**config.mk**
```make
export PLATFORM = sky130hd
export DESIGN_NAME = branch_target_buffer
export DESIGN_NICKNAME = d
export VERILOG_FILES = /design/src/rtl/branch_pkg.sv /design/src/rtl/branch_target_adder.sv /design/src/rtl/branch_target_buffer.sv
export SDC_FILE = /design/constraint.sdc
export NUM_CORES = 1
export LEC_CHECK = 0
export BUFFER_PORTS_ARGS = -buffer_cell sky130_fd_sc_hd__buf_2
export CORE_UTILIZATION = 54
export DETAILED_ROUTE_END_ITERATION = 16
export HOLD_SLACK_MARGIN = 0.03
export PLACE_DENSITY = 0.8
export SETUP_SLACK_MARGIN = 0.15
export SLEW_MARGIN = 20
export SYNTH_ARGS = -nofsm -noshare
export SYNTH_HDL_FRONTEND = slang
export SYNTH_SLANG_ARGS = --single-unit
```
**constraint.sdc**
```tcl
create_clock -name clk -period 2.47 [get_ports clk]
set_clock_uncertainty 0.2 [all_clocks]
set_input_delay 0.247 -clock clk [delete_from_list [all_inputs] [get_ports clk]]
set_output_delay 0.247 -clock clk [all_outputs]
set_load 0.02 [all_outputs]
```
**src/rtl/branch_pkg.sv**
```systemverilog
// branch_pkg
// Shared definitions for the branch target buffer: the 2-bit saturating
// direction counter encoding and its next-state function.
//   CNT_SNT/CNT_WNT/CNT_WT/CNT_ST : strong/weak not-taken, weak/strong taken
//   cnt_next(cnt, taken)          : saturating increment on taken,
//                                   saturating decrement on not-taken
package branch_pkg;

  localparam logic [1:0] CNT_SNT = 2'b00;
  localparam logic [1:0] CNT_WNT = 2'b01;
  localparam logic [1:0] CNT_WT  = 2'b10;
  localparam logic [1:0] CNT_ST  = 2'b11;

  function automatic logic [1:0] cnt_next(input logic [1:0] cnt, input logic taken);
    logic [1:0] nxt;
    nxt = cnt;
    if (taken) begin
      if (cnt == CNT_ST) nxt = CNT_ST;
      else               nxt = cnt + 2'b01;
    end else begin
      if (cnt == CNT_SNT) nxt = CNT_SNT;
      else                nxt = cnt - 2'b01;
    end
    return nxt;
  endfunction

endpackage

```
**src/rtl/branch_target_adder.sv**
```systemverilog
// branch_target_adder
// Combinational branch target computation: target = pc_next + (offset << SHIFT),
// with the shifted offset truncated to PC_W and the carry discarded, so the
// result wraps modulo 2^PC_W.
// Ports:
//   pc_next [PC_W]  : PC following the branch
//   offset  [OFS_W] : signed branch offset (only the low PC_W bits matter
//                     after shifting, so sign extension is implicit)
//   target  [PC_W]  : computed target
module branch_target_adder #(
  parameter int PC_W  = 7,
  parameter int OFS_W = 32,
  parameter int SHIFT = 0
) (
  input  logic [PC_W-1:0]  pc_next,
  input  logic [OFS_W-1:0] offset,
  output logic [PC_W-1:0]  target
);

  logic [OFS_W-1:0] shifted_s;

  // Shift in full offset width, then keep only the bits that can reach the PC.
  always_comb begin
    shifted_s = offset << SHIFT;
    target    = pc_next + shifted_s[PC_W-1:0];
  end

endmodule

```
**src/rtl/branch_target_buffer.sv**
```systemverilog
// branch_target_buffer
// Direct-mapped branch target buffer with 2-bit saturating direction
// counters and an integrated target adder.
// Ports:
//   clk, rst_n         : clock (rising edge), asynchronous active-low reset
//   flush              : invalidate every entry at the next edge
//   lk_valid, lk_pc    : lookup request; results registered one cycle later
//   lk_hit/lk_taken/lk_target : lookup result, all zero on miss or idle
//   rs_valid, rs_pc, rs_pc_next, rs_offset, rs_taken : branch resolution
//   rs_target, rs_target_valid : computed target one cycle after rs_valid
// Lookups read the arrays before the same edge's update/flush lands, so a
// same-cycle lookup always sees the pre-update contents.
module branch_target_buffer
  import branch_pkg::*;
#(
  parameter int PC_W    = 7,
  parameter int OFS_W   = 32,
  parameter int ENTRIES = 8,
  parameter int SHIFT   = 0
) (
  input  logic             clk,
  input  logic             rst_n,
  input  logic             flush,
  input  logic             lk_valid,
  input  logic [PC_W-1:0]  lk_pc,
  output logic             lk_hit,
  output logic             lk_taken,
  output logic [PC_W-1:0]  lk_target,
  input  logic             rs_valid,
  input  logic [PC_W-1:0]  rs_pc,
  input  logic [PC_W-1:0]  rs_pc_next,
  input  logic [OFS_W-1:0] rs_offset,
  input  logic             rs_taken,
  output logic [PC_W-1:0]  rs_target,
  output logic             rs_target_valid
);

  localparam int IDX_W = $clog2(ENTRIES);
  localparam int TAG_W = PC_W - IDX_W;

  // Entry storage in flops so reset can clear everything asynchronously.
  logic             valid_r [ENTRIES];
  logic [TAG_W-1:0] tag_r   [ENTRIES];
  logic [PC_W-1:0]  tgt_r   [ENTRIES];
  logic [1:0]       cnt_r   [ENTRIES];

  logic [IDX_W-1:0] lk_idx_s;
  logic [TAG_W-1:0] lk_tag_s;
  logic [IDX_W-1:0] rs_idx_s;
  logic [TAG_W-1:0] rs_tag_s;
  logic [PC_W-1:0]  calc_target_s;

  logic             lk_hit_s;
  logic             lk_taken_s;
  logic [PC_W-1:0]  lk_target_s;

  logic             rs_hit_s;
  logic             wr_en_s;
  logic [1:0]       wr_cnt_s;
  logic [PC_W-1:0]  wr_tgt_s;

  assign lk_idx_s = lk_pc[IDX_W-1:0];
  assign lk_tag_s = lk_pc[PC_W-1:IDX_W];
  assign rs_idx_s = rs_pc[IDX_W-1:0];
  assign rs_tag_s = rs_pc[PC_W-1:IDX_W];

  branch_target_adder #(
    .PC_W  (PC_W),
    .OFS_W (OFS_W),
    .SHIFT (SHIFT)
  ) u_adder (
    .pc_next (rs_pc_next),
    .offset  (rs_offset),
    .target  (calc_target_s)
  );

  // Lookup: tag compare against current (pre-update) array contents.
  always_comb begin
    lk_hit_s    = 1'b0;
    lk_taken_s  = 1'b0;
    lk_target_s = {PC_W{1'b0}};
    if (lk_valid && valid_r[lk_idx_s] && (tag_r[lk_idx_s] == lk_tag_s)) begin
      lk_hit_s    = 1'b1;
      lk_taken_s  = cnt_r[lk_idx_s][1];
      lk_target_s = tgt_r[lk_idx_s];
    end else begin
      lk_hit_s    = 1'b0;
    end
  end

  // Update decision: train on hit, allocate on taken miss; flush discards it.
  always_comb begin
    rs_hit_s = valid_r[rs_idx_s] && (tag_r[rs_idx_s] == rs_tag_s);
    wr_en_s  = 1'b0;
    wr_cnt_s = cnt_r[rs_idx_s];
    wr_tgt_s = tgt_r[rs_idx_s];
    if (rs_valid && !flush) begin
      if (rs_hit_s) begin
        wr_en_s  = 1'b1;
        wr_cnt_s = cnt_next(cnt_r[rs_idx_s], rs_taken);
        if (rs_taken) wr_tgt_s = calc_target_s;
        else          wr_tgt_s = tgt_r[rs_idx_s];
      end else if (rs_taken) begin
        // Allocation replaces whatever aliased entry lived at this index.
        wr_en_s  = 1'b1;
        wr_cnt_s = CNT_WT;
        wr_tgt_s = calc_target_s;
      end else begin
        wr_en_s  = 1'b0;
      end
    end else begin
      wr_en_s = 1'b0;
    end
  end

  // Entry array: async clear, flush clears valid bits, else single-entry write.
  always_ff @(posedge clk or negedge rst_n) begin
    if (!rst_n) begin
      for (int i = 0; i < ENTRIES; i++) begin
        valid_r[i] <= 1'b0;
        tag_r[i]   <= {TAG_W{1'b0}};
        tgt_r[i]   <= {PC_W{1'b0}};
        cnt_r[i]   <= CNT_SNT;
      end
    end else if (flush) begin
      for (int i = 0; i < ENTRIES; i++) begin
        valid_r[i] <= 1'b0;
      end
    end else if (wr_en_s) begin
      valid_r[rs_idx_s] <= 1'b1;
      tag_r[rs_idx_s]   <= rs_tag_s;
      tgt_r[rs_idx_s]   <= wr_tgt_s;
      cnt_r[rs_idx_s]   <= wr_cnt_s;
    end
  end

  // Registered lookup outputs.
  always_ff @(posedge clk or negedge rst_n) begin
    if (!rst_n) begin
      lk_hit    <= 1'b0;
      lk_taken  <= 1'b0;
      lk_target <= {PC_W{1'b0}};
    end else begin
      lk_hit    <= lk_hit_s;
      lk_taken  <= lk_taken_s;
      lk_target <= lk_target_s;
    end
  end

  // Registered resolve target; holds its value between pulses, even on flush.
  always_ff @(posedge clk or negedge rst_n) begin
    if (!rst_n) begin
      rs_target       <= {PC_W{1'b0}};
      rs_target_valid <= 1'b0;
    end else begin
      rs_target_valid <= rs_valid;
      if (rs_valid) rs_target <= calc_target_s;
    end
  end

endmodule

```
Word level (Yosys, flattened, before mapping)

Cells that the tools add are included.

Bits in registers: 129
Bits of input ports: 59
Output and inout bits: 17
Word-level logic and storage cells: 110

Add/sub/neg operators: 3
Order comparisons: 3
Equality and inequality tests: 3
Multiplexer cells: 51
Bitwise gates (word level): 4
Reductions and logical operators: 9

Operators with widths:

| cell                | number |
|---|---|
| $bwmux 56           | 1 |
| $mux 7              | 8 |
| $bmux 7 s3          | 2 |
| $bwmux 32           | 1 |
| $bmux 4 s3          | 2 |
| $mux 2              | 11 |
| $demux 7 s3         | 1 |
| $mux 4              | 5 |
| $bwmux 16           | 1 |
| $mux 8              | 2 |
| $bmux 2 s3          | 2 |
| $demux 4 s3         | 1 |
| $mux 1              | 10 |
| $eq 4x4->1          | 2 |
| $ge 4x4->1 const B  | 2 |
| $not 3->4           | 2 |
| $or 8x8->8          | 1 |
| $add 7x7->7         | 1 |
| $bmux 1 s3          | 2 |
| $demux 2 s3         | 1 |
| $logic_and 1x1->1   | 5 |
| $lt 4x1->1 const B  | 1 |
| $demux 1 s3         | 1 |
| $add 2x1->2 const B | 1 |
| 7 further kinds     | 7 |

Depth between registers and ports, before layout

Gate-level depths: netlist of run 1.

Depth after elaboration: 10
Depth in mapped cells: 11
Gate-level depth less buffers: 9

Cells and area by module

A second synthesis of run 1 with hierarchy kept.

Cells, all modules: 533
Area, all modules: 6947.9 µm²

By module, submodules not included:

| module               | instances | cells each | area an instance (µm²) | sequential area each (µm²) |
|---|---|---|---|---|
| branch_target_buffer | 1         | 500        | 6677.7                 | 3228.1 |
| branch_target_adder  | 1         | 33         | 270.3                  | 0.0 |

Least setup slack after synthesis of run 1

OpenSTA, ideal clock, no wires.

Path kind: input to register
Start point: in rs_pc[2]
End point: reg tag_r[7] (netlist bit)
Library setup time: 0.125 ns
Data arrival time: 2.152 ns
Data required time: 2.145 ns
Path slack: -0.007 ns
Cell stages on the path: 7
Buffers on the path: 2
Cells stage by stage: buf_4 mux4_2 mux2_2 and4_4 o211ai_1 buf_4 mux2_2

Word-level cells in the longest chain between the ends: 9
Elaborated cells between the ends (all ways): 18
Classes of those cells: 2 x order compare; 1 x eq/ne; 11 x mux; 1 x bitwise; 3 x reduce/logical

RTL lines:

| what                                      | line                                                    | source |
|---|---|---|
| start, declared                           | branch_target_buffer.sv:30                              | `input logic [PC_W-1:0] rs_pc,` |
| $not 3->4 (not written as such) *         | branch_target_buffer.sv:93, branch_target_buffer.sv:131 |  |
| $bmux 4 s3                                | branch_target_buffer.sv:93                              | `rs_hit_s = valid_r[rs_idx_s] && (tag_r[rs_idx_s] == rs_tag_s);` |
| $mux 4 (not written as such) (2 in a row) | branch_target_buffer.sv:93                              |  |
| $eq 4x4->1                                | branch_target_buffer.sv:93                              |  |
| $logic_and 1x1->1                         | branch_target_buffer.sv:93                              |  |
| $mux 1                                    | branch_target_buffer.sv:98                              | `if (rs_hit_s) begin` |
| $mux 1                                    | branch_target_buffer.sv:97                              | `if (rs_valid && !flush) begin` |
| $reduce_and 2->1 (no line)                | -                                                       |  |
| end signal, assigned by index             | branch_target_buffer.sv:121                             | `tag_r[i] <= {TAG_W{1'b0}};` |
| end signal, assigned by index             | branch_target_buffer.sv:131                             | `tag_r[rs_idx_s] <= rs_tag_s;` |
| end, declared                             | branch_target_buffer.sv:43                              | `logic [TAG_W-1:0] tag_r [ENTRIES];` |

Every way passes the cells marked *; elsewhere a longest branch is shown, timed or not. The select of a mux whose other input is x is not followed.
A chain may end at the register's enable or synchronous reset.

Worst setup path after layout of run 1

Start point: reg valid_r[1] (netlist bit)
End point: reg tag_r[28] (netlist bit)

Word-level cells in the longest chain between the ends: 7

RTL lines:

| what                                      | line                        | source |
|---|---|---|
| start, declared                           | branch_target_buffer.sv:42  | `logic valid_r [ENTRIES];` |
| start signal, assigned by index           | branch_target_buffer.sv:120 | `valid_r[i] <= 1'b0;` |
| start signal, assigned by index           | branch_target_buffer.sv:127 | `valid_r[i] <= 1'b0;` |
| start signal, assigned by index           | branch_target_buffer.sv:130 | `valid_r[rs_idx_s] <= 1'b1;` |
| $bmux 1 s3                                | branch_target_buffer.sv:93  |  |
| $mux 1 (not written as such) (2 in a row) | branch_target_buffer.sv:93  |  |
| $logic_and 1x1->1                         | branch_target_buffer.sv:93  |  |
| $mux 1                                    | branch_target_buffer.sv:98  |  |
| $mux 1                                    | branch_target_buffer.sv:97  |  |
| $reduce_and 2->1 (no line)                | -                           |  |

No other way between the ends. The select of a mux whose other input is x is not followed.

==> results.yml, run 1 <==
outcome:
  status: "complete, but fails checks"
  violations: "setup timing"
clocking:
  htree_levels: 4
  cts_tree: "yes"
  clock_path_buffers: 2
  cts_buffers: 17
  cts.clk_slew.worst_paths_ps: 50
  cts.root.buffer_cell: "clkbuf_16"
  cts_sinks: 129
  clk_latency_ps: 430
power_and_ir_drop:
  p_per_area_nw_per_um2: 639
  finalPower_mw: 5.93
  leakage_nw: 4.40
  peakVddDrop_v: 0.000524
sta:
  finalSetupTns_ps: -4800
  fmax_mhz: 388
  maxSlewHeadroom: 0.528
  finalCritPeriodShare: 1.04
  grt_setup_unrepaired: "yes"
  worst_slew_pin_slew_ps: 707
  slew_violations: 0
  hold_viol_final: 0
  hold_ws_ps: 152
  setup_slack_ps: -110
  finalSetupViolCount: 82
  layout_min_cycle_time_ps: 2580
critical_path:
  slowest_delay_ps: 480
  startpoint: "valid_r[1]"
  path_cells: "mux4_2 -> mux2_4 -> and4_4 -> buf_8 -> o211a_4 -> buf_8 -> mux2_4"
  crit_end: "tag_r[28]"
  path_depth: 7
  worstReg2RegStart: "valid_r[1]"
  cp_data_required_time_ps: 2570
  critPathLaunchType: "flip-flop"
  cp-end-kind: "flip-flop"
  r2r_cells: 7
  crit_buf_inv: 2
  r2r-end: "tag_r[28]"
  critPathTopFamily: "multiplexers"
  crit_arrival_ps: 2680
  path_max_fanout: 7
  critical_path_class: "flip-flop to flip-flop"
  r2r_setup_slack_ps: -110
  critPathSlowestCell: "mux4_2"
synthesis:
  synth_cell_type_count: 55
  avgSynthCellArea_sq_um: 12.6
  synth_top_cell_area_share: 0.451
  synth_seq_area_share: 0.451
  synthFlopType: "dfrtp_1"
  synth_nets: 636
  synth_cells: 570
  synth-seq-cells: 129
  synth_area_leaders: "dfrtp_1 45%, mux4_2 9.1%, mux2_2 8.8%"
  synth_edf_count: 0
  synthArstFlopShare: 1.00
  yosys.area.top_type: "dfrtp_1"
  synth_warnings: 0
  syn-cell-area_sq_um: 7160
job:
  cap_violations: 0
global_route:
  met3_usage: 0.0860
  gr-usage-met2: 0.530
  grt_most_used_layer: "met2"
  grt_use_total: 0.332
  grt_pass1_vias: 5983
  antenna_found_initial: 0
  globalRouteMet1Util: 0.421
  grt_remaining_overflow: 0
  grt_start_max_net_pins: 44
  grt_pass1_wl_um: 33100
placed_design:
  gp_congestion: 0.949
  io_buffers: 50
  placed_area_sq_um: 8100
  hpwlAfterDp_um: 13700
floorplanning:
  die_area_sq_um: 13700
  rows: 41
  ios: 76
  die_h_um: 117
  core-area_sq_um: 12800
  floorplan.initialDensity: 0.560
  dieWidth_um: 117
drt:
  wl_um: 21500
  wl_per_cell_um: 24.1
  drcViolationCount: 0
  num_vias: 5881
  viasPerCell: 6.59
  drt_iter0_markers: 679
  ant_nets: 0
  firstDrtPassIters: 6
layout:
  diodes: 0
  fill_cells: 772
  multi_input_area_sq_um: 3910
  layout-drive-gt1-share: 0.462
  nets: 777
  final-seq-area_sq_um: 3230
  area_growth_pct: 29.6
  design_area_sq_um: 9280
min_path:
  hold_class: "input pin to async pin"
timing repair:
item,in CTS,in global routing
hold buffers,9,0
resized for setup,56,35
setup endpoints to repair,105,112
pin swaps,31,29
endpoints found under the hold margin,75,0
buffers inserted,11,9
gates cloned,3,0
per-stage QoR:
stage	util	setup slack (ps)	instances
global placement	0.634	-269	832
CTS	0.710	-64.6	884
floorplan	-	27.5	570
global route	0.726	-164	893
detailed placement	0.634	-442	832
finish	0.726	-110	893
synth_stat cells (all sizes together) (2+ instances only):
library cell	count
a211oi	3
a21oi	18
a221o	12
a221oi	6
a222oi	2
a22o	9
a22oi	12
a32oi	3
and2	6
and3	3
buf	34
clkbuf	13
dfrtp	129
ha	6
inv	15
mux2	83
mux2i	37
mux4	29
nand2	21
nand3	3
nor2	41
nor2b	7
nor3	2
o211a	6
o211ai	8
o21ai	25
o21bai	2
o22a	2
o22ai	2
o32a	6
xnor2	8
xor2	4
cells in the final DEF, fill, tap and decap left out, drive strengths merged, types with 12 or more instances in the layout:
cell type	synthesis	final
a21oi	18	18
mux2i	37	37
nand2	21	21
buf	34	159
dfrtp	129	129
mux2	83	83
a221o	12	12
mux4	29	29
inv	15	14
nor2	41	41
clkbuf	13	23
o21ai	25	25
a22oi	12	12
per-layer routing:
layer,wire length [um],share of wire
met5,0,0
met2,10100,0.47
met1,8170,0.38
met3,2190,0.10
met4,1070,0.050
power breakdown:
group / internal [mW] / total (mW) / switching (mW)
clock: 1.41 / 2.29 / 0.885
combinational: 0.572 / 1.10 / 0.526
sequential: 2.34 / 2.54 / 0.193
final cells by class:
type,instances,area share
clock buffer,23,0.0505
clock inverter,6,0.00648
inverter,15,0.00661
multi-input combinational,380,0.422
sequential,129,0.348
tap,172,0.0232
timing repair buffer,168,0.143
sequential cells by signal (all words and copies together) (netlist names):
name / cells
rs_target_valid: 1
cnt_r: 16
lk_hit: 1
lk_taken: 1
valid_r: 8
tgt_r: 56
lk_target: 7
tag_r: 32
rs_target: 7
worst register-to-register path, cell delays in order (launching register included):
cell and delay [ps]:
dfrtp_1 390, mux4_2 480, mux2_4 300, and4_4 220
buf_8 150, o211a_4 280, buf_8 150, mux2_4 300
cells by family after synthesis:
| logic type | count (synthesis) | synth area share |
|---|---|---|
| buffers and inverters | 62 | 0.0474 |
| flip-flops | 129 | 0.451 |
| AND/OR/NAND/NOR | 89 | 0.0577 |
| XOR/XNOR | 12 | 0.0147 |
| AO/OA/AOI/OAI | 122 | 0.128 |
| multiplexers | 149 | 0.288 |
| adder cells (fa/ha/maj) | 7 | 0.0133 |
worst min path at each step:
stage,start,to,depth (start not counted)
finish,rst_n,lk_hit,2
global route,rs_pc_next[6],rs_target[6],4
CTS,lk_valid,lk_hit,5
detailed placement,rst_n,lk_hit,1
global placement,rst_n,lk_hit,1
floorplan,rst_n,cnt_r[0],0
No activity file was read; power rests on OpenSTA's default activity.
==> inputs of run 2 (changes only) <==
--- a/config.mk
+++ b/config.mk
@@ -5,6 +5,7 @@
 export SDC_FILE = /design/constraint.sdc
 export NUM_CORES = 1
 export LEC_CHECK = 0
+export ABC_AREA = 1
 export BUFFER_PORTS_ARGS = -buffer_cell sky130_fd_sc_hd__buf_2
 export CORE_UTILIZATION = 54
 export DETAILED_ROUTE_END_ITERATION = 16
==> results.yml, run 2 <==
sta:
  maxSlewHeadroom: 0.528
  fmax_mhz: 451
  hold_ws_ps: 46.9
  hold_viol_final: 0
  grt_setup_unrepaired: "yes"
  worst_slew_pin_slew_ps: 708
  layout_min_cycle_time_ps: 2220
  finalCritPeriodShare: 0.898
  setup_slack_ps: 253
  slew_violations: 0
  finalSetupViolCount: 0
floorplanning:
  core-area_sq_um: 12800
  die_h_um: 118
  ios: 76
  floorplan.initialDensity: 0.564
  die_area_sq_um: 13900
  dieWidth_um: 118
  rows: 41
layout:
  area_growth_pct: 16.8
  layout.cells.non_filler: 1222
  fill_cells: 1086
  largest_reg_flops: 56
  layout_commonest_cell: "nand2_1"
  final-seq-area_sq_um: 3230
  diodes: 0
  layout-drive-gt1-share: 0.150
  nets: 1103
  fin_util: 0.659
  regMostFlops: "tgt_r"
  reg.largest.list: "tgt_r: 56 flops, tag_r: 32 flops, cnt_r: 16 flops"
  layout_common_cells: "356 x nand2_1, 129 x dfrtp_1, 85 x inv_1"
  multi_input_area_sq_um: 3460
power_and_ir_drop:
  finalPower_mw: 5.83
  leakage_nw: 4.15
  p_per_area_nw_per_um2: 691
  peakVddDrop_v: 0.000588
clocking:
  cts_tree: "yes"
  cts.clk_slew.worst_paths_ps: 50
  clock_path_buffers: 2
  cts_sinks: 129
  clk_latency_ps: 420
  cts.root.buffer_cell: "clkbuf_16"
  htree_levels: 4
  cts_buffers: 17
critical_path:
  slowest_delay_ps: 380
  critPathSlowestCell: "dfrtp_1"
  cp_common_cell: "nand2_1"
  crit_arrival_ps: 2320
  cp-end-kind: "flip-flop"
  critical_path_class: "flip-flop to flip-flop"
  cp_data_required_time_ps: 2580
  path_max_fanout: 11
  critPathLaunchType: "flip-flop"
  path_cells: "inv_1 -> nand2_1 -> nand3_1 -> nand2_1 -> o21ai_1 -> nand2_1 -> nor2_4 -> nand3_4 -> nand2_4 -> nand2_4 -> nand2_1 -> nand2_1"
  crit_buf_inv: 1
  critPathTopFamily: "simple AND/OR/NAND/NOR gates"
drt:
  drcViolationCount: 0
  num_vias: 6982
  viasPerCell: 5.71
  firstDrtPassIters: 6
  ant_nets: 0
  wl_um: 21000
  drt_iter0_markers: 966
  wl_per_cell_um: 17.2
placed_design:
  hpwlAfterDp_um: 13400
  dp_cells: 1183
  io_buffers: 50
  gp_congestion: 0.942
  dp_slack_ps: -25.1
min_path:
  hold_class: "input pin to flip-flop"
synthesis:
  synth_commonest_cells: "356 x nand2_1, 129 x dfrtp_1, 85 x inv_1"
  synth-seq-cells: 129
  synth_seq_area_share: 0.447
  synth_cells: 961
  synth_cell_type_count: 42
  syn-cell-area_sq_um: 7230
  synth_nets: 1027
  synth_most_common_cell: "nand2_1"
  synthFlopType: "dfrtp_1"
  synthArstFlopShare: 1.00
  avgSynthCellArea_sq_um: 7.52
  synth_top_cell_area_share: 0.447
  synth_area_leaders: "dfrtp_1 45%, nand2_1 18%, o21ai_0 5.2%"
  synth_warnings: 0
  synth_edf_count: 0
  yosys.area.top_type: "dfrtp_1"
outcome:
  status: "finished clean"
global_route:
  grt_pass1_vias: 6650
  grt_pass1_wl_um: 33900
  grt_remaining_overflow: 0
  antenna_found_initial: 0
  grt_use_total: 0.315
  grt_start_max_net_pins: 61
job:
  cap_violations: 0
==> run 2: cell types whose count changed after synthesis, sizes merged, moves of 8 or more <==
| cell | change |
|---|---|
| mux4 | -29 |
| mux2i | -33 |
| a221o | -12 |
| mux2 | -83 |
| o21ai | +120 |
| nand3 | +28 |
| nand2 | +344 |
| inv | +74 |
| a21oi | +42 |
| a22o | -8 |
==> run 2: cells by family (layout without fill, tap and decap cells) <==
kind of cell,Yosys count,after routing,share of synthesized area
compound gates,234,234,0.183
flops,129,129,0.447
xor+xnor,7,7,0.00848
buf+inv,135,222,0.0909
simple gates,445,447,0.253
mux,4,4,0.00554
fa+ha+maj,7,7,0.0132
==> run 2: metal layers <==
metal | up-vias | wire length (um) | track usage
li1 | 3272 | - | -
met1 | 3232 | 8570 | 0.416
met2 | 412 | 9570 | 0.491
met3 | 66 | 2110 | 0.0707
met4 | 0 | 772 | 0.149
met5 | - | 0 | 0
==> run 2: path summary, 6_finish.rpt <==
path | startpoint | slack [ps] | cells after the start | endpoint
setup / recovery | tag_r[27] | 250 | 12 | tgt_r[30]
hold / removal | rs_pc[6] | 50 | 3 | tag_r[23]
setup reg to reg | tag_r[27] | 250 | 12 | tgt_r[30]
hold reg to reg | rs_target[1] | 280 | 2 | rs_target[1]
max in group asynchronous | rst_n | 1110 | 3 | cnt_r[3]
min in group asynchronous | rst_n | 140 | 2 | tag_r[7]
==> run 2: worst register-to-register path, stage by stage (launching register included) <==
cell and delay (ps):
dfrtp_1 380, inv_1 90, nand2_1 50, nand3_1 90
nand2_1 80, o21ai_1 150, nand2_1 120, nor2_4 140
nand3_4 160, nand2_4 240, nand2_4 200, nand2_1 140
nand2_1 60
==> run 2: what timing repair did <==
action / 4_1_cts / 5_1_grt
resized for setup: 0 / 17
hold buffers: 4 / 0
endpoints found under the setup margin: 0 / 112
setup buffers: 0 / 1
hold endpoints to repair: 51 / 0
==> run 2: stage by stage <==
stage	cell area [sq um]	TNS, ps
2_1_floorplan	7230	0
3_3_place_gp	7740	0
3_5_place_dp	7740	-141
4_1_cts	8310	0
5_1_grt	8450	0
6_report	8450	0
==> run 2: area by class of cell <==
type,instances,area share
multi-input combinational,699,0.410
timing repair buffer,101,0.0809
clock buffer,25,0.0551
tap,172,0.0255
clock inverter,7,0.00711
inverter,89,0.0396
sequential,129,0.382
==> run 2: where the power goes <==
group          switching (mW)  internal, mW  leakage, nW  total [mW]
sequential              0.169          2.36         1.73        2.53
combinational           0.663         0.378         2.16        1.04
clock                   0.869          1.40        0.263        2.27
